## src/rtl/pipe_field_pkg.sv

```systemverilog
// Shared game constants, pipe record type and gap reload helper
// for the scrolling pipe field.
package pipe_field_pkg;

  localparam int SCREEN_W = 640;
  localparam int SCREEN_H = 480;

  localparam logic [15:0] LFSR_SEED = 16'hACE1;
  // Right-shift Fibonacci form of taps 16,14,13,11
  localparam logic [15:0] LFSR_TAPS = 16'h002D;

  typedef enum logic {
    ST_IDLE,
    ST_UPDATE
  } upd_state_t;

  typedef struct packed {
    logic [10:0] p;
    logic [8:0]  gap;
  } pipe_t;

  function automatic int pipe_total(int n, int s);
    return n * s;
  endfunction

  function automatic logic [8:0] gap_reload(
    logic [15:0] lfsr,
    int          gmin,
    int          gmax
  );
    logic [9:0] v;
    logic [9:0] g;
    int         span;
    span = gmax - gmin;
    v = {1'b0, lfsr[8:0]};
    if (int'(v) > span)
      v = v - 10'(span);
    g = 10'(gmin) + v;
    if (int'(g) > gmax)
      g = 10'(gmax);
    return g[8:0];
  endfunction

endpackage

```

## src/rtl/gap_lfsr.sv

```systemverilog
// 16-bit Fibonacci LFSR that feeds gap heights.
// Steps once per update cycle; clear reloads the seed.
module gap_lfsr
  import pipe_field_pkg::*;
(
  input  logic        clk,
  input  logic        rst_n,
  input  logic        clear,
  input  logic        step,
  output logic [15:0] value
);

  logic [15:0] lfsr_q;
  logic        fb;

  assign fb    = ^(lfsr_q & LFSR_TAPS);
  assign value = lfsr_q;

  always_ff @(posedge clk or negedge rst_n) begin
    if (!rst_n)
      lfsr_q <= LFSR_SEED;
    else if (clear)
      lfsr_q <= LFSR_SEED;
    else if (step)
      lfsr_q <= {fb, lfsr_q[15:1]};
  end

endmodule

```

## src/rtl/pipe_field.sv

```systemverilog
// Scrolling pipe columns: pixel hit test, per-frame scroll FSM,
// score counting and sticky collision detection.
module pipe_field
  import pipe_field_pkg::*;
#(
  parameter int N_PIPES = 4,
  parameter int PIPE_W  = 50,
  parameter int SPACING = 200,
  parameter int GAP_H   = 100,
  parameter int GAP_MIN = 40,
  parameter int GAP_MAX = 340,
  parameter int SPEED   = 1,
  parameter int BIRD_X  = 100
) (
  input  logic        clk,
  input  logic        rst_n,
  input  logic        frame_tick,
  input  logic        run,
  input  logic        restart,
  input  logic [9:0]  px,
  input  logic [8:0]  py,
  input  logic        bird_px,
  output logic        pipe_px,
  output logic        game_over,
  output logic [15:0] score,
  output logic        update_busy,
  output logic        update_done
);

  localparam int TOTAL = pipe_total(N_PIPES, SPACING);
  localparam int IW = (N_PIPES > 1) ? $clog2(N_PIPES) : 1;
  localparam logic [IW-1:0] LAST = IW'(N_PIPES - 1);

  if (TOTAL < SCREEN_W + PIPE_W) begin : g_bad_total
    $error("pipe loop shorter than screen plus pipe width");
  end
  if (GAP_MAX + GAP_H > SCREEN_H) begin : g_bad_gap
    $error("gap extends below the screen");
  end

  function automatic pipe_t init_pipe(int i);
    pipe_t r;
    r.p   = 11'((i + 1) * SPACING);
    r.gap = 9'(GAP_MIN);
    return r;
  endfunction

  upd_state_t    state_q, state_d;
  logic [IW-1:0] idx_q;
  pipe_t         pipes_q [N_PIPES];
  pipe_t         cur, nxt;
  logic [15:0]   lfsr_val;
  logic          bird_q;
  logic          hit;
  logic          start;
  logic          last;
  logic          passed;
  logic          pix_hit;

  assign start = (state_q == ST_IDLE) && frame_tick
                 && run && !game_over;
  assign last  = (idx_q == LAST);
  assign hit   = bird_q & pipe_px;
  assign update_busy = (state_q == ST_UPDATE);

  gap_lfsr u_lfsr (
    .clk   (clk),
    .rst_n (rst_n),
    .clear (restart),
    .step  (update_busy),
    .value (lfsr_val)
  );

  always_comb begin
    state_d = state_q;
    unique case (state_q)
      ST_IDLE:   if (start) state_d = ST_UPDATE;
      ST_UPDATE: if (last)  state_d = ST_IDLE;
      default:   state_d = ST_IDLE;
    endcase
    if (restart)
      state_d = ST_IDLE;
  end

  // Scroll of the pipe currently selected by idx_q
  always_comb begin
    cur = pipes_q[idx_q];
    nxt = cur;
    if (cur.p <= 11'(SPEED)) begin
      nxt.p   = cur.p + 11'(TOTAL - SPEED);
      nxt.gap = gap_reload(lfsr_val, GAP_MIN, GAP_MAX);
    end else begin
      nxt.p = cur.p - 11'(SPEED);
    end
    passed = (cur.p > 11'(BIRD_X))
             && (nxt.p <= 11'(BIRD_X));
  end

  always_comb begin
    logic [11:0] x;
    logic [11:0] r;
    logic [9:0]  y;
    logic [9:0]  g;
    pix_hit = 1'b0;
    x = {2'b0, px};
    y = {1'b0, py};
    for (int i = 0; i < N_PIPES; i++) begin
      r = {1'b0, pipes_q[i].p};
      g = {1'b0, pipes_q[i].gap};
      if (x < r && x + 12'(PIPE_W) >= r
          && (y < g || y >= g + 10'(GAP_H)))
        pix_hit = 1'b1;
    end
  end

  always_ff @(posedge clk or negedge rst_n) begin
    if (!rst_n) begin
      for (int i = 0; i < N_PIPES; i++)
        pipes_q[i] <= init_pipe(i);
    end else if (restart) begin
      for (int i = 0; i < N_PIPES; i++)
        pipes_q[i] <= init_pipe(i);
    end else if (update_busy) begin
      pipes_q[idx_q] <= nxt;
    end
  end

  always_ff @(posedge clk or negedge rst_n) begin
    if (!rst_n) begin
      state_q     <= ST_IDLE;
      idx_q       <= '0;
      score       <= '0;
      game_over   <= 1'b0;
      update_done <= 1'b0;
      bird_q      <= 1'b0;
      pipe_px     <= 1'b0;
    end else if (restart) begin
      state_q     <= ST_IDLE;
      idx_q       <= '0;
      score       <= '0;
      game_over   <= 1'b0;
      update_done <= 1'b0;
      bird_q      <= 1'b0;
      pipe_px     <= 1'b0;
    end else begin
      state_q     <= state_d;
      idx_q       <= (update_busy && !last)
                     ? idx_q + IW'(1) : '0;
      update_done <= update_busy && last;
      if (update_busy && passed)
        score <= score + 16'd1;
      if (hit)
        game_over <= 1'b1;
      bird_q      <= bird_px;
      pipe_px     <= pix_hit;
    end
  end

endmodule

```

## config.mk

```make
export PLATFORM = sky130hd
export DESIGN_NAME = pipe_field
export DESIGN_NICKNAME = d
export VERILOG_FILES = /design/src/rtl/pipe_field_pkg.sv /design/src/rtl/gap_lfsr.sv /design/src/rtl/pipe_field.sv
export SDC_FILE = /design/constraint.sdc
export NUM_CORES = 1
export LEC_CHECK = 0
export BUFFER_PORTS_ARGS = -buffer_cell sky130_fd_sc_hd__buf_2
export CORE_MARGIN = 10
export CORE_UTILIZATION = 45
export DETAILED_ROUTE_END_ITERATION = 12
export SETUP_SLACK_MARGIN = 0.05
export SLEW_MARGIN = 30
export SYNTH_ARGS = -nofsm -noshare
export SYNTH_HDL_FRONTEND = slang
export SYNTH_SLANG_ARGS = --single-unit
```

## constraint.sdc

```tcl
create_clock -name clk -period 4 [get_ports clk]
set_input_delay 0.4 -clock clk [delete_from_list [all_inputs] [get_ports clk]]
set_output_delay 0.4 -clock clk [all_outputs]
set_load 0.005 [all_outputs]
```

---- Word level (Yosys, flattened, before mapping) ----
Index checks and enable logic that the tools add are counted.
cells by class
  $add $sub $neg .......................... 11
  multipliers ............................. 0
  div/mod/pow operators ................... 0
  magnitude comparators ................... 23
  eq/ne operators ......................... 1
  shift operators ......................... 0
  muxes and demuxes ....................... 32
  bitwise gates (word level) .............. 3
  reduce and logical (&&, ||, !) cells .... 26
operators with widths
  cell                                                             count
  2-to-1 mux 80 bit                                                2
  bitwise mux 80 bit                                               1
  2-to-1 mux 16 bit                                                4
  2-to-1 mux 20 bit                                                3
  < comparator 10 x 11 -> 1 bit                                    4
  adder 9 x 7 -> 10 bit, second input constant                     4
  binary-select mux 20 bit (select 2 bit)                          1
  demux 20 bit (select 2 bit)                                      1
  greater-or-equal comparator 9 x 10 -> 1 bit                      4
  greater-or-equal comparator 12 x 11 -> 1 bit                     3
  < comparator 9 bit                                               4
  2-to-1 mux 10 bit                                                2
  2-to-1 mux 9 bit                                                 2
  adder 16 x 1 -> 16 bit, second input constant                    1
  logical AND 1 bit                                                16
  parity 16 bit                                                    1
  2-to-1 mux 1 bit                                                 12
  adder 10 x 6 -> 11 bit, second input constant                    1
  adder 11 x 10 -> 11 bit, second input constant                   1
  greater-or-equal comparator 11 bit                               1
  > comparator 11 x 7 -> 1 bit, second input constant              1
  less-or-equal comparator 11 x 1 -> 1 bit, second input constant  1
  less-or-equal comparator 11 x 7 -> 1 bit, second input constant  1
  2-to-1 mux 11 bit                                                1
  17 further kinds                                                 24
storage, ports and cells
  register bits after elaboration ......... 119
  latch bits .............................. 0
  RAM bits ................................ 0
  bits in read-only memories .............. 0
  logic and storage cells ................. 112
  memories ................................ 0

---- Depth between registers and ports, before layout ----
Gate-level depths: netlist (run 1).
  depth after elaboration ................. 13
  mapped depth ............................ 14
  depth with buffers taken out ............ 13

---- Cells and area by module ----
Synthesis (run 1) repeated with hierarchy kept, for this count alone.
unflattened totals
  cells, all modules ...................... 1038
  area, all modules ....................... 9862.0 um^2
by module, submodules not included
  module      times used  cells each  area an instance (um^2)  sequential area each (um^2)
  pipe_field  1           983         9172.5                   2603.7
  gap_lfsr    1           55          689.4                    410.4

---- Least setup slack after synthesis (run 1) ----
OpenSTA, ideal clock, no wires.
  path kind ............................... register -> register
  start point ............................. register u_lfsr.lfsr_q[2] (netlist: u_lfsr.value[2])
  end point ............................... register pipes_q[22] (netlist name)
  arrival ................................. 3.287 ns
  required time ........................... 3.854 ns
  setup slack ............................. 0.567 ns
  stages on the path, launching flop included .. 14
  cells stage by stage .................... dfrtp_1 > ha_1 > o21a_1 > o21a_1 > o21ai_0 > mux2i_1 > inv_1 > ha_1 > a221o_1 > a21oi_1 > nor2_1 > or2_2 > a221oi_1 > o22ai_1
between the ends
  longest elaborated chain between the ends .. 10
  elaborated cells on any way between the ends .. 11
  classes of those cells .................. 2 x add/sub; 2 x order compare; 7 x mux
ends and longest elaborated chain
  what                                                              RTL line                                    text
  start: declaration                                                gap_lfsr.sv:13                              logic [15:0] lfsr_q;
  start signal: assignment                                          gap_lfsr.sv:25                              lfsr_q <= {fb, lfsr_q[15:1]};
  subtractor 9 x 9 -> 10 bit or > comparator 9 bit (tied branches)  pipe_field_pkg.sv:37, pipe_field_pkg.sv:36
  2-to-1 mux 10 bit *                                               pipe_field_pkg.sv:36                        if (int'(v) > span)
  2-to-1 mux 10 bit *                                               pipe_field.sv:89                            if (cur.p <= 11'(SPEED)) begin
  adder 6 x 10 -> 10 bit *                                          pipe_field_pkg.sv:38                        g = 10'(gmin) + v;
  > comparator 10 x 9 -> 1 bit                                      pipe_field_pkg.sv:39                        if (int'(g) > gmax)
  2-to-1 mux 9 bit *                                                pipe_field_pkg.sv:39
  2-to-1 mux 9 bit *                                                pipe_field.sv:89
  bitwise mux 80 bit *                                              pipe_field.sv:124                           pipes_q[idx_q] <= nxt;
  2-to-1 mux 80 bit *                                               pipe_field.sv:123                           end else if (update_busy) begin
  2-to-1 mux 80 bit *                                               pipe_field.sv:120                           end else if (restart) begin
  end signal: indexed assignment                                    pipe_field.sv:119                           pipes_q[i] <= init_pipe(i);
  end signal: indexed assignment                                    pipe_field.sv:122                           pipes_q[i] <= init_pipe(i);
  end signal: indexed assignment                                    pipe_field.sv:124
  end: declaration                                                  pipe_field.sv:50                            pipe_t pipes_q [N_PIPES];
Mark *: on every way between the ends. The rest lies on a longest branch, timed or not. The select of a mux whose other input is x is not followed.
A chain may end at the register's enable or synchronous reset.

---- Worst setup path after layout (run 1) ----
Ends and elaborated chain as after synthesis.

==> impl_metrics.env, run 1 <==
export IMPL_place_area_um2=10200
export IMPL_drt_iter0_drc=560
export IMPL_post_cts_setup_buffers=0
export IMPL_synth_cell_type_count=71
export IMPL_ys_seq_area_share_pct=31.4
export IMPL_crit_required_ns=4.27
export IMPL_grt_usage_pct=20.5
export IMPL_r2r_start="u_lfsr.value[2]"
export IMPL_tightestPinTransition_ns=0.874
export IMPL_portBuffers=44
export IMPL_drv_slew=0
export IMPL_fin_nets=1246
export IMPL_synth_top_flop_cell="dfrtp_1"
export IMPL_grt_pass1_wl_um=45700
export IMPL_holdCritPathClass="primary input to async pin"
export IMPL_synth_edf_count=0
export IMPL_register_area_um2=3010
export IMPL_place_gp_congestion=0.946
export IMPL_hold_buffers=0
export IMPL_p_leak_uw=0.00486
export IMPL_critPathLaunchType="register"
export IMPL_cts_root_buf="clkbuf_16"
export IMPL_core_um2=21000
export IMPL_vias=8283
export IMPL_drive_gt1_share_pct=14.4
export IMPL_wirelength_um=28700
export IMPL_cp_end_kind="register"
export IMPL_n_fill_cell=1955
export IMPL_fp_dieW_um=166
export IMPL_yosysTopAreaCell="dfrtp_1"
export IMPL_status="completed"
export IMPL_avgSynthCellArea_um2=9.50
export IMPL_pin_count=45
export IMPL_clk_insertion_delay_late_ns=0.43
export IMPL_diodes=0
export IMPL_yosysMostFrequentCell="ha_1"
export IMPL_cp_data_arrival_time_ns=3.93
export IMPL_cts_max_level=4
export IMPL_initial_core_util_pct=45.6
export IMPL_synth_common_cells="159 x ha_1, 94 x inv_1, 90 x dfrtp_1"
export IMPL_crit_reg2reg_capture="pipes_q[22]"
export IMPL_vdd_ir_drop_max_mv=0.270
export IMPL_antenna_found_initial=1
export IMPL_grt_setup_unrepaired="no"
export IMPL_hold_violations=0
export IMPL_clkSinkCount=119
export IMPL_ant_nets=0
export IMPL_cts_tree="yes"
export IMPL_relSlewSlack_pct=41.7
export IMPL_period_share_pct=91.5
export IMPL_setup_tns_ns=0
export IMPL_skew_ns=0.00303
export IMPL_synth_top_area_share_pct=23.5
export IMPL_grt_overflow_total=0
export IMPL_synthesis_nets=1193
export IMPL_die_h_um=166
export IMPL_path_class="register to register"
export IMPL_syn_to_final_growth_pct=12.9
export IMPL_cts_buffers_inserted=17
export IMPL_fin_crit_ns=3.66
export IMPL_drc_errors=0
export IMPL_core_rowCount=53
export IMPL_clock_path_buffers=2
export IMPL_yosys_top_cells_area="dfrtp_1 23%, ha_1 21%, dfstp_2 7.9%"
export IMPL_viasPerCell=6.14
export IMPL_first_pass_iters=7
export IMPL_hpwl_um=21500
export IMPL_fin_area_um2=10800
export IMPL_multi_input_comb_area_um2=6090
export IMPL_ff2ff_path_depth=14
export IMPL_grt_max_degree=65
export IMPL_netlist_area_um2=9590
export IMPL_syn_inst=1009
export IMPL_dp_slack_ns=0.251
export IMPL_grt_pass1_vias=8159
export IMPL_die_area_um2=27500
export IMPL_setup_viol_count_final=0
export IMPL_power_density_nw_per_um2=314
export IMPL_cts_resized=0
export IMPL_crit_path_max_fanout=8
export IMPL_max_freq_mhz=273
export IMPL_clk_pin_slew_worst_paths_ns=0.06
export IMPL_synth_seq_cells=119
export IMPL_async_flop_share_pct=100
export IMPL_wl_per_cell_um=21.2
export IMPL_synth_warnings=0
export IMPL_ff2ff_setup_slack_ns=0.34
export IMPL_holdWs_ns=0.0915
export IMPL_cap_violations=0
export IMPL_worst_slack_ns=0.339
layout make-up:
cell class                      instances  area share [%]
Multi-Input combinational cell        766            56.3
Inverter                               94            3.26
Clock buffer                           17            3.93
Sequential cell                       119            27.9
Timing Repair Buffer                   64            3.79
Tap cell                              275            3.18
Clock inverter                         15            1.65
cells by family after synthesis:
family | after synthesis | synth area share (%)
buffers and inverters | 124 | 5.06
and+or+nand+nor | 223 | 11.7
AOI/OAI and AO/OA | 309 | 20.9
xor gates and xnor gates | 38 | 3.47
adders and majority gates | 159 | 20.8
muxes | 37 | 6.68
DFF | 119 | 31.4
state kept, by name, indices dropped and copies added (netlist names):
signal,flops
pipes_q,80
score,16
u_lfsr.value,16
idx_q,2
bird_q,1
game_over,1
pipe_px,1
update_busy,1
update_done,1
through the flow:
step	cells	utilization (%)	power, uW
after floorplan	1009	-	1620
after global placement	1318	48.6	1820
after detailed placement	1318	48.6	1830
after CTS	1350	51.4	3410
after global routing	1350	51.5	3530
final	1350	51.5	3390
metal layers:
| metal | wire (um) | GRT usage, % | up-vias |
|---|---|---|---|
| met1 | 12800 | 27.1 | 4134 |
| met4 | 536 | 6.20 | 2 |
| met2 | 13800 | 33.3 | 249 |
| met5 | 13 | 0 | - |
| li1 | - | - | 3862 |
| met3 | 1590 | 3.79 | 36 |
power breakdown:
group          internal, uW  switching, uW
Sequential             1230           20.9
Combinational           213            346
Clock                   980            602
worst max-delay path: stages, from the launching register on:
cell and delay, ns:
dfrtp_1 0.46, ha_1 0.31, o21a_1 0.15, o21a_1 0.21, o21ai_0 0.31, buf_4 0.19, nor2_1 0.05, xor2_1 0.14
ha_1 0.22, a221o_1 0.28, a21oi_1 0.24, nor2_1 0.09, or2_2 0.32, a221oi_2 0.41, o22ai_1 0.12
worst max-delay path by stage:
stage             endpoint  cells after the start            start  slack, ns
6_report       pipes_q[22]                     14  u_lfsr.value[2]       0.34
5_1_grt        pipes_q[22]                     14  u_lfsr.value[2]       0.11
4_1_cts        pipes_q[22]                     14  u_lfsr.value[2]       0.24
3_5_place_dp   pipes_q[22]                     14  u_lfsr.value[2]       0.25
3_3_place_gp   pipes_q[42]                     14  u_lfsr.value[2]       0.37
2_1_floorplan  pipes_q[22]                     13  u_lfsr.value[2]       0.57
cells in the final DEF (no fill, tap or decap), types with 11 or more instances in the layout:
cell type  synthesis  routed
nor2b_1           15      15
a21oi_1           68      68
or3_1             14      14
o21a_1            21      21
buf_4              0      18
inv_1             94      94
clkbuf_16          0      17
o22ai_1           39      39
mux4_2            18      18
a21o_1            14      14
mux2i_1           16      16
ha_1             159     159
o211ai_1          17      17
buf_2              4      43
nor3_1            11      11
xor2_1            11      11
o21ai_0           66      66
dfstp_2           29      29
nor2_1            44      44
nand2_1           74      74
nand2b_1          11      11
nand3_1           12      12
xnor2_1           27      27
dfrtp_1           90      90
a22oi_1           20      20
and3_1            12      12
Power figures use the tool's default switching activity.
==> run 2, diff against run 1 <==
--- a/config.mk
+++ b/config.mk
@@ -9,6 +9,7 @@
 export CORE_MARGIN = 10
 export CORE_UTILIZATION = 45
 export DETAILED_ROUTE_END_ITERATION = 12
+export GPL_TIMING_DRIVEN = 0
 export SETUP_SLACK_MARGIN = 0.05
 export SLEW_MARGIN = 30
 export SYNTH_ARGS = -nofsm -noshare
==> impl_metrics.env, run 2 (synthesis results as in run 1) <==
export IMPL_ant_nets=0
export IMPL_power_density_nw_per_um2=317
export IMPL_ff2ff_path_depth=13
export IMPL_regMostFlops="pipes_q"
export IMPL_status="completed"
export IMPL_portBuffers=43
export IMPL_hold_violations=0
export IMPL_clkSinkCount=119
export IMPL_post_cts_setup_buffers=0
export IMPL_drv_slew=0
export IMPL_drc_errors=0
export IMPL_die_area_um2=27500
export IMPL_crit_required_ns=4.26
export IMPL_viasPerCell=6.06
export IMPL_vdd_ir_drop_max_mv=0.312
export IMPL_vias=8253
export IMPL_grt_overflow_total=0
export IMPL_holdPathStages=2
export IMPL_cp_data_arrival_time_ns=4.01
export IMPL_path_class="register to register"
export IMPL_cap_violations=0
export IMPL_relSlewSlack_pct=26.4
export IMPL_fin_nets=1257
export IMPL_n_fill_cell=1989
export IMPL_layout_common_cells="158 x ha_1, 94 x inv_1, 89 x dfrtp_1"
export IMPL_drive_gt1_share_pct=13.7
export IMPL_grt_pass1_wl_um=45700
export IMPL_holdCritPathClass="primary input to register"
export IMPL_cts_root_buf="clkbuf_16"
export IMPL_cp_end_kind="register"
export IMPL_wirelength_um=28600
export IMPL_cts_buffers_inserted=17
export IMPL_final_common_cell="ha_1"
export IMPL_grt_pass1_vias=8339
export IMPL_initial_core_util_pct=45.6
export IMPL_core_rowCount=53
export IMPL_syn_to_final_growth_pct=13.4
export IMPL_register_area_um2=3020
export IMPL_antenna_found_initial=1
export IMPL_critPathLaunchType="register"
export IMPL_period_share_pct=93.7
export IMPL_drt_iter0_drc=550
export IMPL_cts_max_level=4
export IMPL_largest_reg_flops=80
export IMPL_grt_setup_unrepaired="no"
export IMPL_max_freq_mhz=267
export IMPL_multi_input_comb_area_um2=6140
export IMPL_place_gp_congestion=0.884
export IMPL_fp_dieW_um=166
export IMPL_setup_tns_ns=0
export IMPL_wl_per_cell_um=21.0
export IMPL_skew_ns=0.0105
export IMPL_cts_tree="yes"
export IMPL_grt_usage_pct=20.6
export IMPL_setup_viol_count_final=0
export IMPL_grt_max_degree=86
export IMPL_die_h_um=166
export IMPL_core_um2=21000
export IMPL_tightestPinTransition_ns=1.10
export IMPL_clk_pin_slew_worst_paths_ns=0.06
export IMPL_p_leak_uw=0.00484
export IMPL_clk_insertion_delay_late_ns=0.43
export IMPL_hpwl_um=21900
export IMPL_pin_count=45
export IMPL_clock_path_buffers=2
export IMPL_holdWs_ns=0.192
export IMPL_crit_path_max_fanout=8
export IMPL_first_pass_iters=6
export IMPL_fin_crit_ns=3.75
-- run 2: changes by cell type in the layout (fill, tap and decap cells not counted), sizes merged --
cell | before | now
dlygate4sd3 | 0 | 1
buf | 64 | 56
clkbuf | 17 | 37
clkinv | 6 | 8
bufinv | 3 | 4
inv | 96 | 94
diode | 0 | 1
clkinvlp | 4 | 1
-- run 2: per-stage QoR --
stage | total power (uW) | area (um2) | utilization, % | setup WS, ns | instances
6_report | 3450 | 10900 | 51.7 | 0.252 | 1362
5_1_grt | 3570 | 10900 | 51.7 | 0.0510 | 1361
4_1_cts | 3440 | 10800 | 51.5 | 0.0779 | 1361
3_5_place_dp | 1820 | 10200 | 48.5 | -0.170 | 1328
3_3_place_gp | 1810 | 10100 | 48.3 | -0.113 | 1327
2_1_floorplan | 1620 | 9590 | - | 0.567 | 1009
-- run 2: cell type report --
class | count | area share, %
antenna | 1 | 0.0230
buffer | 30 | 1.22
clock buffer | 19 | 4.07
clock inverter | 13 | 1.65
inverter | 94 | 3.25
multi-input combinational | 766 | 56.5
sequential | 119 | 27.7
tap | 275 | 3.17
timing repair buffer | 45 | 2.42
-- run 2: worst paths after layout --
kind                                      start           to  slack [ns]
max in group asynchronous                 rst_n  pipes_q[72]        2.84
worst max register to register  u_lfsr.value[2]  pipes_q[42]        0.25
worst max-delay path            u_lfsr.value[2]  pipes_q[42]        0.25
worst min-delay path                    bird_px       bird_q        0.19
worst min register to register           bird_q    game_over        0.49
min in group asynchronous                 rst_n  pipes_q[42]        0.42
-- run 2: power breakdown --
part	internal [uW]	switching, uW
clock	1050	587
sequential	1230	16.5
combinational	207	350
total	2490	954
-- run 2: repair_timing --
action                                  CTS  global route
hold buffers                              1             0
gates resized for setup                   2             7
endpoints found under the setup margin   15            38
endpoints found under the hold margin    27             0
-- run 2: critical path: stages, from the launching register on --
cell	delay, ns
dfrtp_1	0.48
ha_1	0.32
o21a_1	0.17
o21a_1	0.23
o21ai_2	0.25
mux2i_2	0.31
inv_1	0.07
ha_1	0.22
a221o_1	0.28
a21oi_1	0.28
nor2_1	0.10
or2_2	0.34
a221oi_4	0.37
o22ai_1	0.13
-- run 2: layer usage --
layer  wire length (um)  track usage, %  vias to the layer above  part of all wire [%]
met1              12500            26.5                     4081                    43
met2              13900            34.0                      243                    48
met4                607            6.59                        0                   2.1
li1                   -               -                     3882                     -
met5                  0               0                        -                     0
met3               1690            3.86                       47                   5.9
